### src/rtl/fsic_io_serdes_pkg.sv
// Shared io_serdes definitions: phase tracker FSM encodings and error counter width.
package fsic_io_serdes_pkg;

    typedef enum logic [1:0] {
        UNLOCK = 2'd0,
        ACQ    = 2'd1,
        LOCKED = 2'd2
    } phase_trk_state_e;

    localparam int ERR_CNT_W = 16;

endpackage

### src/rtl/fsic_bit_sync.sv
// Parametrised N-flop single-bit synchroniser, cleared to 0 on reset.
module fsic_bit_sync #(
    parameter int pSTAGES = 2
) (
    input  logic clk,
    input  logic rst,
    input  logic d,
    output logic q
);

    logic [pSTAGES-1:0] sync_q;

    always_ff @(posedge clk or posedge rst) begin
        if (rst) begin
            sync_q <= '0;
        end else begin
            sync_q[0] <= d;
            for (int i = 1; i < pSTAGES; i++) begin
                sync_q[i] <= sync_q[i-1];
            end
        end
    end

    assign q = sync_q[pSTAGES-1];

endmodule

### src/rtl/fsic_coreclk_phase_tracker.sv
// Recovers coreclk phase in the ioclk domain from a coreclk toggle, with lock tracking.
// Optional FSIC_PHASE_TRK_ERR_CNT_EN adds a saturating error counter (err_clr/err_cnt).
module fsic_coreclk_phase_tracker
    import fsic_io_serdes_pkg::*;
#(
    parameter int pCLK_RATIO    = 4,
    parameter int pSYNC_STAGES  = 2,
    parameter int pPHASE_OFFSET = 0,
    parameter int pLOCK_CNT     = 4
) (
    input  logic                          ioclk,
    input  logic                          axis_rst,
    input  logic                          core_clk_toggle,
`ifdef FSIC_PHASE_TRK_ERR_CNT_EN
    input  logic                          err_clr,
    output logic [ERR_CNT_W-1:0]          err_cnt,
`endif
    output logic [$clog2(pCLK_RATIO)-1:0] phase_cnt,
    output logic                          phase_last,
    output logic                          phase_lock,
    output logic                          phase_err
);

    localparam int PHASE_W = $clog2(pCLK_RATIO);
    localparam int INTV_W  = $clog2(pCLK_RATIO + 1);
    localparam int GOOD_W  = $clog2(pLOCK_CNT + 1);

    localparam logic [PHASE_W-1:0] PHASE_MAX = PHASE_W'(pCLK_RATIO - 1);
    localparam logic [PHASE_W-1:0] PHASE_OFF = PHASE_W'(pPHASE_OFFSET);
    localparam logic [INTV_W-1:0]  INTV_GOOD = INTV_W'(pCLK_RATIO - 1);
    localparam logic [INTV_W-1:0]  INTV_SAT  = INTV_W'(pCLK_RATIO);
    localparam logic [GOOD_W-1:0]  GOOD_LAST = GOOD_W'(pLOCK_CNT - 1);

    logic                 sync_out;
    logic                 prev;
    logic                 toggle_edge;
    logic [PHASE_W-1:0]   phase_nxt;
    logic [INTV_W-1:0]    interval;
    logic                 good_edge;
    logic                 bad_edge;
    logic                 timeout;
    phase_trk_state_e     state;
    phase_trk_state_e     state_nxt;
    logic [GOOD_W-1:0]    good_cnt;
    logic [GOOD_W-1:0]    good_nxt;
    logic                 err_nxt;

    fsic_bit_sync #(
        .pSTAGES (pSYNC_STAGES)
    ) u_toggle_sync (
        .clk (ioclk),
        .rst (axis_rst),
        .d   (core_clk_toggle),
        .q   (sync_out)
    );

    always_ff @(posedge ioclk or posedge axis_rst) begin
        if (axis_rst) begin
            prev <= 1'b0;
        end else begin
            prev <= sync_out;
        end
    end

    assign toggle_edge = sync_out ^ prev;

    // Ratio need not be a power of two, so the wrap is an explicit compare.
    always_comb begin
        phase_nxt = phase_cnt + 1'b1;
        if (toggle_edge) begin
            phase_nxt = PHASE_OFF;
        end else if (phase_cnt == PHASE_MAX) begin
            phase_nxt = '0;
        end
    end

    always_ff @(posedge ioclk or posedge axis_rst) begin
        if (axis_rst) begin
            phase_cnt  <= '0;
            phase_last <= 1'b0;
        end else begin
            phase_cnt  <= phase_nxt;
            phase_last <= (phase_nxt == PHASE_MAX);
        end
    end

    always_ff @(posedge ioclk or posedge axis_rst) begin
        if (axis_rst) begin
            interval <= '0;
        end else if (toggle_edge) begin
            interval <= '0;
        end else if (interval != INTV_SAT) begin
            interval <= interval + 1'b1;
        end
    end

    // Timeout fires only on the step into saturation, so a long gap reports once.
    assign good_edge = toggle_edge && (interval == INTV_GOOD);
    assign bad_edge  = toggle_edge && (interval != INTV_GOOD);
    assign timeout   = !toggle_edge && (interval == INTV_GOOD);

    always_comb begin
        state_nxt = state;
        good_nxt  = good_cnt;
        err_nxt   = 1'b0;
        case (state)
            UNLOCK: begin
                if (toggle_edge) begin
                    state_nxt = ACQ;
                    good_nxt  = '0;
                end
            end
            ACQ: begin
                if (good_edge) begin
                    if (good_cnt == GOOD_LAST) begin
                        state_nxt = LOCKED;
                        good_nxt  = '0;
                    end else begin
                        good_nxt = good_cnt + 1'b1;
                    end
                end else if (bad_edge) begin
                    good_nxt = '0;
                end else if (timeout) begin
                    state_nxt = UNLOCK;
                end
            end
            LOCKED: begin
                if (bad_edge) begin
                    state_nxt = ACQ;
                    good_nxt  = '0;
                    err_nxt   = 1'b1;
                end else if (timeout) begin
                    state_nxt = UNLOCK;
                    err_nxt   = 1'b1;
                end
            end
            default: begin
                state_nxt = UNLOCK;
                good_nxt  = '0;
            end
        endcase
    end

    always_ff @(posedge ioclk or posedge axis_rst) begin
        if (axis_rst) begin
            state     <= UNLOCK;
            good_cnt  <= '0;
            phase_err <= 1'b0;
        end else begin
            state     <= state_nxt;
            good_cnt  <= good_nxt;
            phase_err <= err_nxt;
        end
    end

    assign phase_lock = (state == LOCKED);

`ifdef FSIC_PHASE_TRK_ERR_CNT_EN
    // Clear wins over a coincident error so software never loses the reset.
    always_ff @(posedge ioclk or posedge axis_rst) begin
        if (axis_rst) begin
            err_cnt <= '0;
        end else if (err_clr) begin
            err_cnt <= '0;
        end else if (err_nxt && (err_cnt != '1)) begin
            err_cnt <= err_cnt + 1'b1;
        end
    end
`endif

endmodule
### config.mk
export PLATFORM = sky130hd
export DESIGN_NAME = fsic_coreclk_phase_tracker
export DESIGN_NICKNAME = d
export VERILOG_FILES = /design/src/rtl/fsic_io_serdes_pkg.sv /design/src/rtl/fsic_bit_sync.sv /design/src/rtl/fsic_coreclk_phase_tracker.sv
export SDC_FILE = /design/constraint.sdc
export NUM_CORES = 1
export LEC_CHECK = 0
export CAP_MARGIN = 5
export CORE_AREA = 8 8 48 50
export DETAILED_ROUTE_END_ITERATION = 6
export DIE_AREA = 0 0 56 58
export GPL_TIMING_DRIVEN = 1
export PLACE_DENSITY = 0.84
export RECOVER_POWER = 50
export SYNTH_ARGS = -nofsm -noshare
export SYNTH_HDL_FRONTEND = slang
export SYNTH_SLANG_ARGS = --single-unit
### constraint.sdc
create_clock -name ioclk -period 2.3 [get_ports ioclk]
set_clock_uncertainty 0.2 [all_clocks]
set_input_delay 0.23 -clock ioclk [delete_from_list [all_inputs] [get_ports ioclk]]
set_output_delay 0.23 -clock ioclk [all_outputs]
set_load 0.05 [all_outputs]
==> metrics.cfg <==
[detailed_routing]
wl_um=1550
antenna_left=0
via_per_inst=5.84
drtIter0Drc=15
drc_errors=0
wl_per_cell_um=14.9
vias=607
firstDrtPassIters=4

[timing]
timing.final.crit_period_ns=1.94
hold_slack_ns=0.157
fin_crit_sh_pct=84.3
fmax_ghz=0.516
worst_slack_ns=0.361
relSlewSlack_pct=64.8
rsz0062_at_grt=false
tightest_slew_ns=0.528
setup_viol=0
hold_violations=0
fin_setup_tns_ns=0
maxSlewViolCount=0

[power_and_ir_drop]
peakVddDrop_mv=0.591
power_leakage_nw=0.434
power_density_nw_per_um2=1150
fin_total_pwr_mw=1.07

[setup_path]
arrival_ns=1.51
cp-start-kind=flip-flop
critPathCaptureType=output pin
cp_num_buf_inv=1
critPathSlowestCell=clkdlybuf4s50_1
path_max_fanout=4
worst_path_largest_cell_delay_ns=0.82
crit_chain=clkdlybuf4s50_1
critPathTopFamily=buffers and inverters
crit_required_ns=1.87
critical_path_class=flip-flop to output pin

[logic_synthesis]
syn_inst=76
yosys.area.top_type_share_pct=46.1
async_flop_share_pct=100
synth_flop_cell=dfrtp_1
synth.distinct_cells=30
syn_nets=89
seq_area_frac_synth_pct=46.1
synth_area_um2=815
ys_ff_latch=15
yosys_warnings=0
yosysMostFrequentCell=dfrtp_1
synth_edf_count=0
yosys-top-cells-count=dfrtp_1, ha_1, inv_1, nand2_1, a21oi_1
synth_area_per_cell_um2=10.7
synth_area_leader_cell=dfrtp_1
synth_area_leaders=dfrtp_1, ha_1, inv_1

[clocking]
post_cts_buffers=0
cts_buffers=3
cts.sinks=15
cts.reportedPaths.clkPinSlew_ns=0.09
htreeDepth=1
hold_buffers=0
cts_resized=0
clockBufferDepth=2
root_buffer=clkbuf_4
cts_tree=done
insertion_delay_ns=0.29

[hold_path]
hold_path_class=flip-flop to flip-flop

[cells_and_area]
regArea_um2=375
multiInputGateArea_um2=398
nFillCells=132
syn_to_final_growth_pct=14.3
drive_above_1_share_pct=11.5
antennaDiodeCount=0
nNetsFinal=101
utilization_pct=57.7

[placed_design]
io_buffers=7
place.gp.congestion=0.820
pre_cts_ws_ns=0.393
place_hpwl_um=1210

[die]
initial_core_util_pct=50.5
rows=15
die_area_um2=3250
fp.dieH_um=58
die_w_um=56
ios=8
core_um2=1610

[global_route]
grt_pass1_vias=658
grt_usage_pct=10.1
grt.overflow.total=0
grt_first_pass_wirelength_um=2700
grt_max_degree=16
antenna_found_initial=0

[status]
status=finished, final reports clean

[run]
cap_violations=0

kinds of logic after synthesis:
logic type / after synthesis / synth area share (%)
fa+ha+maj: 10 / 15.4
simple gates: 20 / 12.4
compound gates: 16 / 15.1
mux: 2 / 2.76
buf+inv: 10 / 5.07
flops: 15 / 46.1
xor+xnor: 3 / 3.23
where the power goes:
part           total, mW  internal, mW  switching [mW]
registers          0.391         0.326          0.0644
logic              0.533         0.216           0.317
clock network      0.148        0.0648          0.0834
total               1.07         0.607           0.465
layer usage:
layer / routed length (um) / up-vias / global-route usage, %
li1: - / 285 / -
met4: 42 / 0 / 4.12
met1: 592 / 293 / 10.0
met3: 103 / 5 / 3.28
met2: 811 / 24 / 18.9
met5: 0 / - / 0
state kept, by name, summed over array words and instances, names as in the netlist:
register,flops
phase_cnt,2
phase_err,1
good_cnt,3
phase_last,1
interval,3
state,2
prev,1
u_toggle_sync.sync_q,2
cells in the final DEF, fill, tap and decap left out, types with 2 or more instances in the layout:
master	netlist	final
dfrtp_1	15	15
ha_1	10	10
inv_1	9	9
nand2_1	5	5
a21oi_1	4	4
clkdlybuf4s50_1	0	4
nor2_1	3	3
clkbuf_4	0	3
xnor2_1	2	2
nand3_1	2	2
nor3_1	2	2
o21a_1	2	2
mux2_1	2	2
o21ai_0	2	2
dlygate4sd3_1	0	2
buf_4	1	2
path summary, 6_finish.rpt:
check,start,depth (start not counted),end,slack (ns)
worst max-delay path,phase_cnt[0],1,phase_cnt[0],0.36
worst min-delay path,u_toggle_sync.sync_q[0],0,u_toggle_sync.sync_q[1],0.16
worst max register to register,interval[0],5,state[1],0.36
worst min register to register,u_toggle_sync.sync_q[0],0,u_toggle_sync.sync_q[1],0.16
max in group asynchronous,axis_rst,2,state[0],1.32
min in group asynchronous,axis_rst,2,prev,0.22
stage by stage:
stage / instances / area, um^2
after global routing: 104 / 931
after global placement: 100 / 903
after CTS: 104 / 931
after floorplan: 76 / 815
final: 104 / 931
after detailed placement: 100 / 903
final cells by class:
cell class	instances	area share [%]
Clock buffer	3	2.42
Clock inverter	1	0.538
Inverter	9	3.63
Multi-Input combinational cell	51	42.7
Sequential cell	15	40.3
Tap cell	17	2.28
Timing Repair Buffer	8	8.06
Note: power is estimated with default switching activity, not from simulation.
